==> config.mk <==
export PLATFORM = sky130hd
export DESIGN_NAME = tree_classifier
export DESIGN_NICKNAME = d
export VERILOG_FILES = /design/src/rtl/tree_pkg.sv /design/src/rtl/tree_node_rom.sv /design/src/rtl/tree_classifier.sv
export SDC_FILE = /design/constraint.sdc
export NUM_CORES = 1
export LEC_CHECK = 0
export ABC_AREA = 0
export BUFFER_PORTS_ARGS = -buffer_cell sky130_fd_sc_hd__buf_2
export CAP_MARGIN = 20
export CORE_ASPECT_RATIO = 2
export CORE_MARGIN = 4
export CORE_UTILIZATION = 49
export DETAILED_ROUTE_END_ITERATION = 6
export PLACE_DENSITY_LB_ADDON = 0.2
export SYNTH_ARGS = -nofsm -noshare
export SYNTH_HDL_FRONTEND = slang
export SYNTH_SLANG_ARGS = --single-unit
export TNS_END_PERCENT = 30
==> constraint.sdc <==
create_clock -name cam_pclk -period 2.35 [get_ports cam_pclk]
set_input_delay 0.5875 -clock cam_pclk [delete_from_list [all_inputs] [get_ports cam_pclk]]
set_output_delay 0.5875 -clock cam_pclk [all_outputs]
set_load 0.005 [all_outputs]
==> src/rtl/tree_pkg.sv <==
// Shared types, class encodings and the default node table for tree_classifier.
// Optional decision voting is enabled with TREE_VOTE_EN.
package tree_pkg;

  localparam int TREE_FEAT_W  = 20;
  localparam int TREE_NODE_AW = 3;
  localparam int TREE_NODES   = 1 << TREE_NODE_AW;

  typedef logic [1:0] cls_t;

  localparam cls_t CLS_A   = 2'd0;
  localparam cls_t CLS_B   = 2'd1;
  localparam cls_t CLS_C   = 2'd2;
  localparam cls_t CLS_UNK = 2'd3;

  localparam logic [3:0] OH_A   = 4'b0001;
  localparam logic [3:0] OH_B   = 4'b0010;
  localparam logic [3:0] OH_C   = 4'b0100;
  localparam logic [3:0] OH_UNK = 4'b1000;

  typedef enum logic [1:0] {
    SEL_F0,
    SEL_F1,
    SEL_SUM,
    SEL_RSVD
  } feat_sel_e;

  typedef logic [TREE_NODE_AW-1:0] node_idx_t;

  typedef struct packed {
    logic                   is_leaf;
    feat_sel_e              feat_sel;
    logic [TREE_FEAT_W-1:0] thresh;
    node_idx_t              left;
    node_idx_t              right;
    cls_t                   leaf_cls;
  } node_t;

  typedef enum logic [1:0] {
    ST_IDLE,
    ST_WALK,
    ST_DONE
  } state_e;

  function automatic node_t mk_leaf(cls_t c);
    node_t n;
    n          = '0;
    n.is_leaf  = 1'b1;
    n.leaf_cls = c;
    return n;
  endfunction

  function automatic node_t mk_split(
    feat_sel_e              s,
    logic [TREE_FEAT_W-1:0] th,
    node_idx_t              l,
    node_idx_t              r
  );
    node_t n;
    n          = '0;
    n.feat_sel = s;
    n.thresh   = th;
    n.left     = l;
    n.right    = r;
    return n;
  endfunction

  function automatic logic [3:0] cls_onehot(cls_t c);
    return 4'b0001 << c;
  endfunction

  localparam node_t TREE_TABLE [TREE_NODES] = '{
    mk_split(SEL_F0, 20'd20000, 3'd1, 3'd2),
    mk_leaf(CLS_A),
    mk_split(SEL_F0, 20'd60000, 3'd3, 3'd4),
    mk_leaf(CLS_B),
    mk_leaf(CLS_C),
    mk_leaf(CLS_UNK),
    mk_leaf(CLS_UNK),
    mk_leaf(CLS_UNK)
  };

endpackage

==> src/rtl/tree_node_rom.sv <==
// Combinational node lookup into the package node table.
// Node index in, full node record out.
module tree_node_rom
  import tree_pkg::*;
(
  input  node_idx_t idx,
  output node_t     rec
);

  assign rec = TREE_TABLE[idx];

endmodule

==> src/rtl/tree_classifier.sv <==
// Decision-tree classifier: walks the node table one node per clock.
// Define TREE_VOTE_EN for 2-of-3 majority voting over past decisions.
module tree_classifier
  import tree_pkg::*;
#(
  parameter int FEAT_W    = TREE_FEAT_W,
  parameter int NODE_AW   = TREE_NODE_AW,
  parameter int MAX_STEPS = 8
) (
  input  logic              cam_pclk,
  input  logic              rst_n,
  input  logic              lable_start,
  input  logic [FEAT_W-1:0] feature0,
  input  logic [FEAT_W-1:0] feature1,
  output logic [3:0]        tree_out,
  output logic              class_valid,
  output logic              busy
);

  localparam int STEP_W =
    (MAX_STEPS > 1) ? $clog2(MAX_STEPS) : 1;
  localparam logic [STEP_W-1:0] LAST_STEP =
    STEP_W'(MAX_STEPS - 1);

  state_e              state_q, state_d;
  logic [FEAT_W-1:0]   f0_q, f0_d;
  logic [FEAT_W-1:0]   f1_q, f1_d;
  logic [NODE_AW-1:0]  node_q, node_d;
  logic [STEP_W-1:0]   step_q, step_d;
  cls_t                cls_q, cls_d;
  logic [3:0]          out_q, out_d;
  logic                valid_q, valid_d;

  node_t               rec;
  logic [FEAT_W:0]     sel_val;
  logic                go_left;
  logic [3:0]          dec_oh;

  tree_node_rom u_rom (
    .idx (node_idx_t'(node_q)),
    .rec (rec)
  );

  always_comb begin
    sel_val = {1'b0, f0_q};
    unique case (rec.feat_sel)
      SEL_F1:  sel_val = {1'b0, f1_q};
      SEL_SUM: sel_val = {1'b0, f0_q} + {1'b0, f1_q};
      default: sel_val = {1'b0, f0_q};
    endcase
  end

  assign go_left = sel_val < (FEAT_W + 1)'(rec.thresh);

`ifdef TREE_VOTE_EN
  cls_t h0_q, h0_d;
  cls_t h1_q, h1_d;

  // No majority among {new, h0, h1} keeps the previous output.
  always_comb begin
    h0_d   = h0_q;
    h1_d   = h1_q;
    dec_oh = out_q;
    if (cls_q == h0_q || cls_q == h1_q) begin
      dec_oh = cls_onehot(cls_q);
    end else if (h0_q == h1_q) begin
      dec_oh = cls_onehot(h0_q);
    end
    if (state_q == ST_DONE) begin
      h0_d = cls_q;
      h1_d = h0_q;
    end
  end

  always_ff @(posedge cam_pclk or negedge rst_n) begin
    if (!rst_n) begin
      h0_q <= CLS_UNK;
      h1_q <= CLS_UNK;
    end else begin
      h0_q <= h0_d;
      h1_q <= h1_d;
    end
  end
`else
  assign dec_oh = cls_onehot(cls_q);
`endif

  always_comb begin
    state_d = state_q;
    f0_d    = f0_q;
    f1_d    = f1_q;
    node_d  = node_q;
    step_d  = step_q;
    cls_d   = cls_q;
    out_d   = out_q;
    valid_d = 1'b0;
    unique case (state_q)
      ST_IDLE: begin
        if (lable_start) begin
          f0_d    = feature0;
          f1_d    = feature1;
          node_d  = '0;
          step_d  = '0;
          state_d = ST_WALK;
        end
      end
      ST_WALK: begin
        if (rec.is_leaf) begin
          cls_d   = rec.leaf_cls;
          state_d = ST_DONE;
        end else if (step_q == LAST_STEP) begin
          cls_d   = CLS_UNK;
          state_d = ST_DONE;
        end else begin
          node_d = go_left ? NODE_AW'(rec.left)
                           : NODE_AW'(rec.right);
          step_d = step_q + 1'b1;
        end
      end
      ST_DONE: begin
        out_d   = dec_oh;
        valid_d = 1'b1;
        state_d = ST_IDLE;
        // Last cycle of a decision already admits the next request.
        if (lable_start) begin
          f0_d    = feature0;
          f1_d    = feature1;
          node_d  = '0;
          step_d  = '0;
          state_d = ST_WALK;
        end
      end
      default: state_d = ST_IDLE;
    endcase
  end

  always_ff @(posedge cam_pclk or negedge rst_n) begin
    if (!rst_n) begin
      state_q <= ST_IDLE;
      f0_q    <= '0;
      f1_q    <= '0;
      node_q  <= '0;
      step_q  <= '0;
      cls_q   <= CLS_UNK;
      out_q   <= OH_UNK;
      valid_q <= 1'b0;
    end else begin
      state_q <= state_d;
      f0_q    <= f0_d;
      f1_q    <= f1_d;
      node_q  <= node_d;
      step_q  <= step_d;
      cls_q   <= cls_d;
      out_q   <= out_d;
      valid_q <= valid_d;
    end
  end

  assign tree_out    = out_q;
  assign class_valid = valid_q;
  assign busy        = (state_q != ST_IDLE);

endmodule

# Yosys cells after proc, flatten, opt, wreduce, memory -nomap -nowiden
# Memory sizes are Yosys's and may differ from the RTL's.
# Index checks and enable logic that the tools add are counted.
op_classes:
  n_eq_ne: 10
  n_addsub: 2
  n_reduce_logical: 9
  n_shift: 1
  muxes: 19
  bitwise: 1
  n_lt_le_gt_ge: 2
ops:
  columns: ["cell", "count"]
  rows:
  - ["$mux W31", 2]
  - ["$pmux W21 S2", 1]
  - ["$add A20 B20 Y21", 1]
  - ["$lt A21 B20 Y1", 1]
  - ["$mux W3", 6]
  - ["$pmux W3 S2", 2]
  - ["$mux W2", 5]
  - ["$ne A2 B2 Y1 const B", 3]
  - ["$pmux W2 S3", 1]
  - ["$reduce_and A2 Y1", 3]
  - ["$reduce_bool A2 Y1", 3]
  - ["$eq A2 B1 Y1 const B", 2]
  - ["$eq A2 B2 Y1 const B", 2]
  - ["$ge A4 B4 Y1 const B", 1]
  - ["$not A3 Y4", 1]
  - ["$reduce_and A4 Y1", 1]
  - ["$shl A1 B2 Y4 const A", 1]
  - ["$add A3 B1 Y3 const B", 1]
  - ["$eq A3 B3 Y1 const B", 1]
  - ["$ne A3 B3 Y1 const B", 1]
  - ["$logic_not A2 Y1", 1]
  - ["$mux W1", 2]
  - ["$ne A2 B1 Y1 const B", 1]
  - ["$reduce_or A2 Y1", 1]
word_totals:
  mem_count: 1
  inputBits: 43
  register_bits: 55
  word_cells: 53
  output_inout_bits: 6
  rom_bits: 248
mem_list:
  columns: ["memory", "words", "word_bits", "rd", "rd_ports_with_merged_regs", "wr", "line", "text"]
  rows:
  - ["(name not given)", 8, 31, 1, 0, 0, "tree_node_rom.sv:10", "assign rec = TREE_TABLE[idx];"]

# Logic depth before layout (Yosys ltp)
logic_depth:
  depth_word: 11
  ltp_mapped: 8
  ltp_nobuf: 7

# Hierarchy
# A second synthesis with hierarchy kept.
hier_totals:
  hier_cells: 518
  hier_area_um2: 4157.7
by_module_without_submodules:
  columns: ["mod", "instances", "cells_each", "area_per_inst_um2", "seq_area_each_um2"]
  rows:
  - ["tree_classifier", 1, 486, 3925.0, 1380.1]
  - ["tree_node_rom", 1, 32, 232.7, 0.0]

# Worst setup path before layout
# OpenSTA, ideal clock, no wires.
synth_timing:
  kind: "reg-to-reg"
  start: "register node_q[2]"
  end: "register node_q[1]"
  t_arrival_ns: 1.956
  stages_incl_launch_ff: 9
  period_less_slack_ns: 2.036
  slack_ns: 0.314
  required_time_ns: 2.271
  setup_ns: 0.079
  path_buffers: 1
  path_cell_list: "dfrtp_1 > clkbuf_1 > nor2_1 > inv_1 > ha_1 > a21o_1 > a211o_1 > nor4_2 > a2bb2oi_1"
synth_between:
  elab_chain_len: 11
synth_rtl:
  columns: ["item", "line", "text"]
  rows:
  - ["start: declaration", "tree_classifier.sv:28", "logic [NODE_AW-1:0] node_q, node_d;"]
  - ["start signal: assignment", "tree_classifier.sv:151", "node_q <= node_d;"]
  - ["$not A3 Y4 (implied by the code) *", "tree_node_rom.sv:10", null]
  - ["$mem_v2 Z8 W31 *", null, null]
  - ["$mux W31 (implied by the code) * (2 in a row)", "tree_node_rom.sv:10", null]
  - ["$eq A2 B2 Y1 or $eq A2 B1 Y1 (tied branches)", "tree_classifier.sv:46", "unique case (rec.feat_sel)"]
  - ["$pmux W21 S2", "tree_classifier.sv:46", null]
  - ["$lt A21 B20 Y1", "tree_classifier.sv:53", "assign go_left = sel_val < (FEAT_W + 1)'(rec.thresh);"]
  - ["$mux W3", "tree_classifier.sv:115", "node_d = go_left ? NODE_AW'(rec.left)"]
  - ["$mux W3", "tree_classifier.sv:111", "end else if (step_q == LAST_STEP) begin"]
  - ["$mux W3", "tree_classifier.sv:108", "if (rec.is_leaf) begin"]
  - ["$pmux W3 S2", "tree_classifier.sv:97", "unique case (state_q)"]
# Every way passes the cells marked *; elsewhere a longest branch is shown, timed or not. The select of a mux whose other input is x is not followed.
# A chain may end at the register's enable or synchronous reset.

# Worst setup path after layout
layout_timing:
  start: "register node_q[0]"
  end: "register node_q[2]"
# The elaborated chain is that of the path after synthesis.

==> results_dict.tcl <==
set metrics [dict create \
    regArea_um2 754 \
    reg2reg_depth 7 \
    yosysMostFrequentCell "nand2_1" \
    worst_setup_path_start_kind "flop" \
    drive_gt1_share_pct 21.2 \
    syn_area_per_cell_um2 9.29 \
    cts-resized-gates 0 \
    place_congestion 0.806 \
    yosysWarnings 0 \
    relSlewSlack_pct 48.8 \
    die_h_um 83.9 \
    avgViaCountPerCell 5.40 \
    crit_slowest_cell "dfrtp_1" \
    grt_max_degree 31 \
    floorplan.io_pins 49 \
    max_stage_delay_ps 430 \
    slew_viol_final 0 \
    synth_cells 152 \
    clock_latency_ps 280 \
    h-tree-depth 2 \
    pwr_density_cell_nw_per_um2 1370 \
    drc_errors 0 \
    peakVddDrop_uv 737 \
    ys_ff_latch 30 \
    period_needed_ps 2220 \
    grt_pass1_wl_mm 5.14 \
    die_x_um 46.0 \
    wl_per_cell_um 13.7 \
    drv_cap 0 \
    synth_area_leaders "dfrtp_1 48%, nand2_1 16%, ha_1 8.0%" \
    cp_max_fo 6 \
    synth_top_area_cell "dfrtp_1" \
    synthArstFlopShare_pct 100 \
    r2r_slack_ps 130 \
    core_um2 2770 \
    via_count 1124 \
    multiInputGateArea_um2 624 \
    post_cts_buffers 0 \
    netlist_area_um2 1410 \
    fin_skew_ps 5.78 \
    seq_area_frac_synth_pct 53.4 \
    setup_viol 0 \
    first_pass_iters 4 \
    grt_pass1_vias 1203 \
    antenna_found_initial 0 \
    run_status "complete, no violations" \
    holdBufCountCts 0 \
    hold_viol 0 \
    grtUsageTotal_pct 18.1 \
    worstPathArrival_ps 2360 \
    root_buffer "clkbuf_8" \
    ant_nets 0 \
    area_growth_pct 16.6 \
    clkTransAtPathRegs_ps 60 \
    dp_hpwl_mm 2.20 \
    synth_edf_count 0 \
    dieArea_um2 3860 \
    criticalPathCategory "reg -> reg" \
    rsz0062_at_grt "no" \
    routed_wl_mm 2.85 \
    fillers 256 \
    fin_tns_setup_ps 0 \
    clkSinkCount 30 \
    syn-num-nets 204 \
    worstSetupEndpointType "flop" \
    tightest_slew_ps 767 \
    crit_chain "nor2_1, inv_1, ha_1, a21o_1, a211o_1, o31ai_1, o21ai_0" \
    drt_iter0_markers 11 \
    antenna_cells 0 \
    grt-ovfl-total 0 \
    ys.flop_type "dfrtp_1" \
    hold_class "in -> async" \
    power_mw 2.26 \
    initial_core_util_pct 51.0 \
    critPathRequiredTime_ps 2490 \
    layout.nets 230 \
    fin_crit_sh_pct 94.3 \
    fmax_mhz 451 \
    synth.top_cell.area_share_pct 47.8 \
    numCtsBuffers 5 \
    cts_tree "done" \
    io_buffers 23 \
    placementRows 27 \
    clock_path_buffers 2 \
    synth_cell_type_count 27 \
    leakagePower_nw 0.882 \
    synthTopCellsByCount "60 x nand2_1, 27 x dfrtp_1, 9 x ha_1" \
]
final cells by class:
class	count	area share [%]
repair buffers	25	7.90
multi-input cells	113	37.9
well taps	29	2.20
inverters	3	0.684
flip-flops and latches	30	45.8
clock buffers	8	5.47
critical path: cells and delay by family, from the launching register on:
| kind | cells | cell delay (ps) |
|---|---|---|
| adder cells (fa/ha/maj) | 1 | 320 |
| flip-flops | 1 | 430 |
| AO/OA/AOI/OAI | 4 | 1000 |
| buffers and inverters | 1 | 140 |
| AND/OR/NAND/NOR | 1 | 200 |
flip-flops by register name (all words and copies together), names as in the netlist:
| name | cells |
|---|---|
| state_q | 2 |
| tree_out | 4 |
| cls_q | 2 |
| class_valid | 1 |
| f0_q | 15 |
| node_q | 3 |
| step_q | 3 |
per-stage QoR:
| stage | util [%] | area, µm² | cells | setup WS [ps] | hold slack, ps |
|---|---|---|---|---|---|
| 2_1_floorplan | - | 1410 | 152 | 314 | 292 |
| 3_3_place_gp | 56.2 | 1560 | 200 | 221 | 458 |
| 3_5_place_dp | 56.2 | 1560 | 200 | 161 | 460 |
| 4_1_cts | 59.4 | 1650 | 208 | 151 | 358 |
| 5_1_grt | 59.4 | 1650 | 208 | 24.0 | 383 |
| 6_report | 59.4 | 1650 | 208 | 133 | 338 |
logic make-up (layout without fill, tap and decap cells):
kind of cell	count (synthesis)	count (layout)	synth area share, %
fa+ha+maj	9	9	7.97
compound gates	20	20	10.2
simple gates	84	84	26.0
buf+inv	9	36	2.39
flops	30	30	53.4
path summary, 6_finish.rpt:
| check | from | to |
|---|---|---|
| max in group asynchronous | rst_n | f0_q[12]$_DFFE_PN0P_ |
| min in group cam_pclk | tree_out[0]$_DFFE_PN0P_ | tree_out[0]$_DFFE_PN0P_ |
| max reg2reg | node_q[0]$_DFFE_PN0P_ | node_q[2]$_DFFE_PN0P_ |
| min | rst_n | tree_out[1]$_DFFE_PN0P_ |
| max | node_q[0]$_DFFE_PN0P_ | node_q[2]$_DFFE_PN0P_ |
| min reg2reg | tree_out[0]$_DFFE_PN0P_ | tree_out[0]$_DFFE_PN0P_ |
power by group:
part           internal [mW]  switching, mW
Combinational          0.387          0.524
Sequential             0.772          0.165
Clock                  0.238          0.175
Total                   1.40          0.863
layer usage:
layer,wire length [µm],global-route usage [%],vias up
met5,0,0,-
met4,76,8.29,0
met3,109,3.89,9
met2,1670,31.8,27
met1,987,18.8,531
li1,-,-,557
placed cells by master, fill, tap and decap left out, types with 2 or more instances in the layout:
cell	instances
nand3_1	5
ha_1	9
dfrtp_1	27
nor2b_1	2
nor3_1	4
a21o_1	2
buf_4	2
dfstp_2	3
inv_1	3
o21ai_0	6
o31ai_1	3
clkbuf_8	6
nand2b_1	5
buf_2	23
nand2_1	60
nor2_1	4
clkbuf_1	2
Note: power is estimated with default switching activity, not from simulation.
